`src/rtl/debug_unit.sv`:
```
`default_nettype none
// ============================================================================
// debug_unit : UART-byte-driven load / run / step / PC-reset controller for
//              the MIPS pipeline debug port, with register and memory dump.
// Revision   : 1.0  initial release
// ============================================================================
module debug_unit #(
   parameter int NB_REG      = 32,
   parameter int NB_DATA     = 8,
   parameter int N_REGS      = 32,
   parameter int N_MEM_WORDS = 32
) (
   input  logic               i_clk,
   input  logic               i_reset,
   input  logic [NB_DATA-1:0] i_rx_data,
   input  logic               i_rx_done,
   input  logic               i_tx_done,
   output logic [NB_DATA-1:0] o_tx_data,
   output logic               o_tx_start,
   output logic               o_dunit_clk_en,
   output logic               o_dunit_reset_pc,
   output logic               o_dunit_w_mem,
   output logic [NB_REG-1:0]  o_dunit_addr,
   output logic [NB_REG-1:0]  o_dunit_data_if,
   input  logic [NB_REG-1:0]  i_dunit_reg,
   input  logic [NB_REG-1:0]  i_dunit_mem_data,
   input  logic               i_halt
);

   localparam int N_DUMP = N_REGS + N_MEM_WORDS;
   localparam int IDX_W  = $clog2(N_DUMP + 1);

   localparam logic [NB_DATA-1:0] CMD_LOAD  = NB_DATA'(8'h4C);
   localparam logic [NB_DATA-1:0] CMD_RUN   = NB_DATA'(8'h43);
   localparam logic [NB_DATA-1:0] CMD_STEP  = NB_DATA'(8'h53);
   localparam logic [NB_DATA-1:0] CMD_RESET = NB_DATA'(8'h52);

   localparam logic [1:0]       LAST_BYTE = 2'(NB_REG / NB_DATA - 1);
   localparam logic [IDX_W-1:0] LAST_IDX  = IDX_W'(N_DUMP - 1);
   localparam logic [IDX_W-1:0] REGS_IDX  = IDX_W'(N_REGS);

   typedef enum logic [3:0] {
      IDLE        = 4'd0,
      LOAD_CNT    = 4'd1,
      LOAD_BYTE   = 4'd2,
      LOAD_WRITE  = 4'd3,
      RUN         = 4'd4,
      STEP        = 4'd5,
      DUMP_ADDR   = 4'd6,
      DUMP_SAMPLE = 4'd7,
      DUMP_TX     = 4'd8,
      DUMP_WAIT   = 4'd9
   } state_t;

   state_t            state_q,    state_d;
   logic [8:0]        wcnt_q,     wcnt_d;
   logic [8:0]        widx_q,     widx_d;
   logic [1:0]        byte_q,     byte_d;
   logic [IDX_W-1:0]  didx_q,     didx_d;
   logic [NB_REG-1:0] addr_q,     addr_d;
   logic [NB_REG-1:0] data_if_q,  data_if_d;
   logic [NB_REG-1:0] tx_word_q,  tx_word_d;
   logic              reset_pc_q, reset_pc_d;

   logic              clk_en;
   logic              w_mem;
   logic              tx_start;

   always_ff @(posedge i_clk) begin
      if (i_reset) begin
         state_q    <= IDLE;
         wcnt_q     <= '0;
         widx_q     <= '0;
         byte_q     <= '0;
         didx_q     <= '0;
         addr_q     <= '0;
         data_if_q  <= '0;
         tx_word_q  <= '0;
         reset_pc_q <= 1'b0;
      end else begin
         state_q    <= state_d;
         wcnt_q     <= wcnt_d;
         widx_q     <= widx_d;
         byte_q     <= byte_d;
         didx_q     <= didx_d;
         addr_q     <= addr_d;
         data_if_q  <= data_if_d;
         tx_word_q  <= tx_word_d;
         reset_pc_q <= reset_pc_d;
      end
   end

   always_comb begin
      state_d    = state_q;
      wcnt_d     = wcnt_q;
      widx_d     = widx_q;
      byte_d     = byte_q;
      didx_d     = didx_q;
      addr_d     = addr_q;
      data_if_d  = data_if_q;
      tx_word_d  = tx_word_q;
      reset_pc_d = 1'b0;
      clk_en     = 1'b0;
      w_mem      = 1'b0;
      tx_start   = 1'b0;

      case (state_q)
         IDLE: begin
            if (i_rx_done) begin
               case (i_rx_data)
                  CMD_LOAD:  state_d = LOAD_CNT;
                  CMD_RUN:   state_d = i_halt ? DUMP_ADDR : RUN;
                  CMD_STEP:  state_d = i_halt ? DUMP_ADDR : STEP;
                  CMD_RESET: reset_pc_d = 1'b1;
                  default:   state_d = IDLE;
               endcase
            end
         end

         LOAD_CNT: begin
            if (i_rx_done) begin
               // A count byte of zero stands for the full 256-word load.
               wcnt_d  = (i_rx_data == '0) ? 9'd256 : 9'(i_rx_data);
               widx_d  = '0;
               byte_d  = '0;
               state_d = LOAD_BYTE;
            end
         end

         LOAD_BYTE: begin
            if (i_rx_done) begin
               data_if_d = {data_if_q[NB_REG-NB_DATA-1:0], i_rx_data};
               byte_d    = byte_q + 2'd1;
               if (byte_q == LAST_BYTE) begin
                  addr_d  = NB_REG'(widx_q) << 2;
                  state_d = LOAD_WRITE;
               end
            end
         end

         LOAD_WRITE: begin
            w_mem  = 1'b1;
            widx_d = widx_q + 9'd1;
            if (widx_q + 9'd1 == wcnt_q) begin
               reset_pc_d = 1'b1;
               state_d    = IDLE;
            end else begin
               state_d = LOAD_BYTE;
            end
         end

         RUN: begin
            // Enable is withdrawn in the very cycle halt is observed.
            if (i_halt) begin
               state_d = DUMP_ADDR;
            end else begin
               clk_en = 1'b1;
            end
         end

         STEP: begin
            clk_en  = 1'b1;
            state_d = DUMP_ADDR;
         end

         DUMP_ADDR: begin
            if (didx_q < REGS_IDX) begin
               addr_d = NB_REG'(didx_q);
            end else begin
               addr_d = NB_REG'(didx_q - REGS_IDX) << 2;
            end
            state_d = DUMP_SAMPLE;
         end

         DUMP_SAMPLE: begin
            tx_word_d = (didx_q < REGS_IDX) ? i_dunit_reg : i_dunit_mem_data;
            byte_d    = '0;
            state_d   = DUMP_TX;
         end

         DUMP_TX: begin
            tx_start = 1'b1;
            state_d  = DUMP_WAIT;
         end

         DUMP_WAIT: begin
            // The word is shifted out MSB first; the top byte is always on the line.
            if (i_tx_done) begin
               tx_word_d = tx_word_q << NB_DATA;
               byte_d    = byte_q + 2'd1;
               if (byte_q != LAST_BYTE) begin
                  state_d = DUMP_TX;
               end else if (didx_q == LAST_IDX) begin
                  didx_d  = '0;
                  state_d = IDLE;
               end else begin
                  didx_d  = didx_q + IDX_W'(1);
                  state_d = DUMP_ADDR;
               end
            end
         end

         default: state_d = IDLE;
      endcase
   end

   assign o_tx_data        = tx_word_q[NB_REG-1 -: NB_DATA];
   assign o_tx_start       = tx_start;
   assign o_dunit_clk_en   = clk_en;
   assign o_dunit_reset_pc = reset_pc_q;
   assign o_dunit_w_mem    = w_mem;
   assign o_dunit_addr     = addr_q;
   assign o_dunit_data_if  = data_if_q;

endmodule
`default_nettype wire

```
`config.mk`:
```
export PLATFORM = sky130hd
export DESIGN_NAME = debug_unit
export DESIGN_NICKNAME = d
export VERILOG_FILES = /design/src/rtl/debug_unit.sv
export SDC_FILE = /design/constraint.sdc
export NUM_CORES = 1
export LEC_CHECK = 0
export CAP_MARGIN = 20
export CORE_MARGIN = 2
export CORE_UTILIZATION = 47
export CTS_CLUSTER_SIZE = 40
export DETAILED_ROUTE_END_ITERATION = 8
export PLACE_DENSITY_LB_ADDON = 0.2
export RECOVER_POWER = 100
export SLEW_MARGIN = 30
export SYNTH_ARGS = -nofsm -noshare
export SYNTH_HDL_FRONTEND = slang
export SYNTH_SLANG_ARGS = --single-unit
```
`constraint.sdc`:
```
create_clock -name i_clk -period 2.3 [get_ports i_clk]
set_input_delay 0.46 -clock i_clk [delete_from_list [all_inputs] [get_ports i_clk]]
set_output_delay 0.46 -clock i_clk [all_outputs]
set_load 0.02 [all_outputs]
```
==> key figures <==
Outcome
  • Outcome: completed

Setup path
  • Worst R2R Start: state_q[0]$_SDFFE_PP0P_
  • Critical setup path kind: reg -> out
  • Reg2reg path depth: 6
  • Required @ worst endpoint: ~1800 ps
  • Worst Setup SP: state_q[3]$_SDFFE_PP0P_
  • FF-to-FF setup slack: approximately 200 ps
  • Crit. End Element: output pin
  • CP endpoint: o_tx_start
  • CP arrival: around 1700 ps
  • FF-to-FF End: didx_q[5]$_SDFFE_PP0P_
  • Startpoint Class: flop
  • CP max FO: 11

Synth
  • Async S/R FF share, synth: 0%
  • Post-synthesis cell type count: around 60
  • Synth top area share: about 40%
  • Main synth FF type: dfxtp_1
  • Synth Area per Inst: around 7.4 sq um
  • FF+latch count, synth: around 110
  • Yosys warning count: 0
  • Top post-synthesis cells by count: nand2_1, dfxtp_1, a21oi_1
  • Most frequent cell after synthesis: nand2_1
  • Post-synth EDFFs: 0
  • Seq/Total Area, Yosys: 39.9%
  • Largest area contributor in the netlist: dfxtp_1
  • Synth area leaders: dfxtp_1, nand2_1, a21oi_1
  • Synthesized area: 5370 sq um
  • Cells after Synth: 728

Placed design
  • Placed Instances: 977
  • Routability congestion estimate: roughly 0.9
  • DP Wirelength: 10.3 mm
  • IO buf count: approximately 130

Floorplan
  • Core ar.: 11300 sq um
  • Count of standard-cell rows: 39
  • Starting Density: between 40% and 50%
  • Die area: 12300 sq um
  • Die Span Y: around 110 um
  • Die width: 111 um
  • Io pins: 153

Clock network
  • H-tree depth: 3
  • Clock latency on the worst-skew pair: roughly 350 ps
  • Num CTS Buffers: 9
  • Clock-pin transition on the worst setup and hold timing paths: around 80 ps
  • Root buffer cell: clkbuf_16
  • Clock sinks: 107
  • TritonCTS clock tree: built
  • Number of post-CTS setup repair buffers: 0
  • Clock buffer depth: 2

Drt
  • First-pass DRT Iterations: 5
  • Vias: around 5500
  • Post-route ant nets: 0
  • DRC Markers: 0
  • DR vias/cell: ~5.5
  • Total routed wirelength: between 10 and 15 mm
  • Initial drt markers: 387
  • DR WL/cell: 14.8 um

Cells and area
  • Area delta synth->final: 31.9%
  • Fill cell count: between 1000 and 1500
  • Layout net count: 925
  • # diodes: 0
  • Layout cells sized above 1: 6.35%
  • Cell Count, Final, Fillers Out: about 1000

Run
  • MaxCap Viol Count: 0

Hold path
  • Hold Crit Class: reg -> reg
  • Min-delay src: o_dunit_addr[10]$_SDFFE_PP0P_

Timing
  • Crit path time final: around 2100 ps
  • # setup viols final: 0
  • Clock Skew: approximately 10 ps
  • Fmax: ~0.47 GHz
  • RSZ-0062 raised after global routing: false
  • Final hold viol count: 0
  • Slew margin rel.: between 50% and 60%
  • Max-slew violation count: 0
  • Worst-Margin Slew: between 600 and 700 ps
  • Final period utilization: between 90% and 100%

Power
  • Maximum VDD drop: around 320 uV
  • Design Power: 0.00362 W
  • Pwr dens: slightly above 500 nW/um^2
  • Leak Pwr: 2.88 nW

Global routing
  • Vias in the first global route: ~5100
  • Largest net degree at the start of global routing: between 50 and 60
  • GR Util All Layers: between 20% and 30%
  • Initial antenna violation count: 0
  • First-pass GRT wire length: about 24 mm
  • Total congestion overflow: 0
cells in the final DEF (no fill, tap or decap), drive strengths merged, types with 21 or more instances in the layout:
| cell | Yosys | final |
|---|---|---|
| nand3 | 23 | 23 |
| buf | 46 | 29 |
| dlygate4sd3 | 0 | 52 |
| a21oi | 101 | 101 |
| nand2 | 157 | 157 |
| a311oi | 28 | 28 |
| nor2 | 97 | 97 |
| clkdlybuf4s50 | 0 | 75 |
| conb | 1 | 21 |
| dfxtp | 107 | 107 |
critical path, cell delays in order (launching register included):
cell and delay, ps:
dfxtp_2 440, nor2b_1 340, nand2_1 130, inv_1 70, dlygate4sd2_1 340
timing repair:
item	in CTS	in global routing
setup endpoints to repair	3	2
gates resized for setup	7	2
hold buffers	0	0
stage by stage:
stage,area (sq um),TNS (ps),hold slack [ps],utilization [%],setup slack [ps]
final,7080,0,451,62.8,172
after detailed placement,6820,-67.1,448,60.5,-67.1
after global placement,6820,0,440,60.5,53.0
after global routing,7080,0,474,62.8,51.5
after floorplan,5450,0,449,-,448
after CTS,7130,0,458,63.2,34.6
where the power goes:
| group | total (W) | switching, W | leakage (nW) | internal, W |
|---|---|---|---|---|
| sequential | 0.00185 | 0.00000165 | 0.862 | 0.00185 |
| combinational | 0.000260 | 0.000118 | 1.88 | 0.000142 |
| clock | 0.00150 | 0.000741 | 0.141 | 0.000761 |
| total | 0.00362 | 0.000861 | 2.88 | 0.00275 |
per-layer routing:
layer	GRT usage, %	routed length, um
met5	0	0
met4	7.17	207
met3	6.45	1050
met2	39.4	7080
met1	29.7	6410
area by class of cell:
cell class                 count  area [sq um]  share of cell area (%)
clock buffer                   9           225                    3.18
clock inverter                 7          70.1                   0.989
inverter                       9          33.8                   0.477
multi-input combinational    551          2850                    40.3
sequential                   107          2140                    30.3
tap                          143           179                    2.53
timing repair buffer         167          1580                    22.3
registers in the layout, indices dropped and copies added, names as in the netlist:
| register | count |
|---|---|
| byte_q | 2 |
| o_dunit_reset_pc | 1 |
| tx_word_q | 32 |
| widx_q | 9 |
| wcnt_q | 9 |
| didx_q | 7 |
| o_dunit_addr | 11 |
| state_q | 4 |
| o_dunit_data_if | 32 |
kinds of logic after synthesis:
family	share of synthesized area (%)
AND/OR/NAND/NOR	26.7
AO/OA/AOI/OAI	19.4
flip-flops	39.9
buffers and inverters	8.71
XOR/XNOR	2.45
multiplexers	2.05
adder cells (fa/ha/maj)	0.699
other	0.0698
worst min path at each step:
stage                                        to  slack, ps  cells past startpoint
2_1_floorplan            byte_q[0]$_SDFFE_PP0P_        450                      2
3_3_place_gp       o_dunit_addr[9]$_SDFFE_PP0P_        440                      2
3_5_place_dp      o_dunit_addr[10]$_SDFFE_PP0P_        450                      2
4_1_cts           o_dunit_addr[10]$_SDFFE_PP0P_        460                      2
5_1_grt        o_dunit_data_if[27]$_SDFFE_PP0P_        470                      2
6_report          o_dunit_addr[10]$_SDFFE_PP0P_        450                      2
Note: power is estimated with default switching activity, not from simulation.
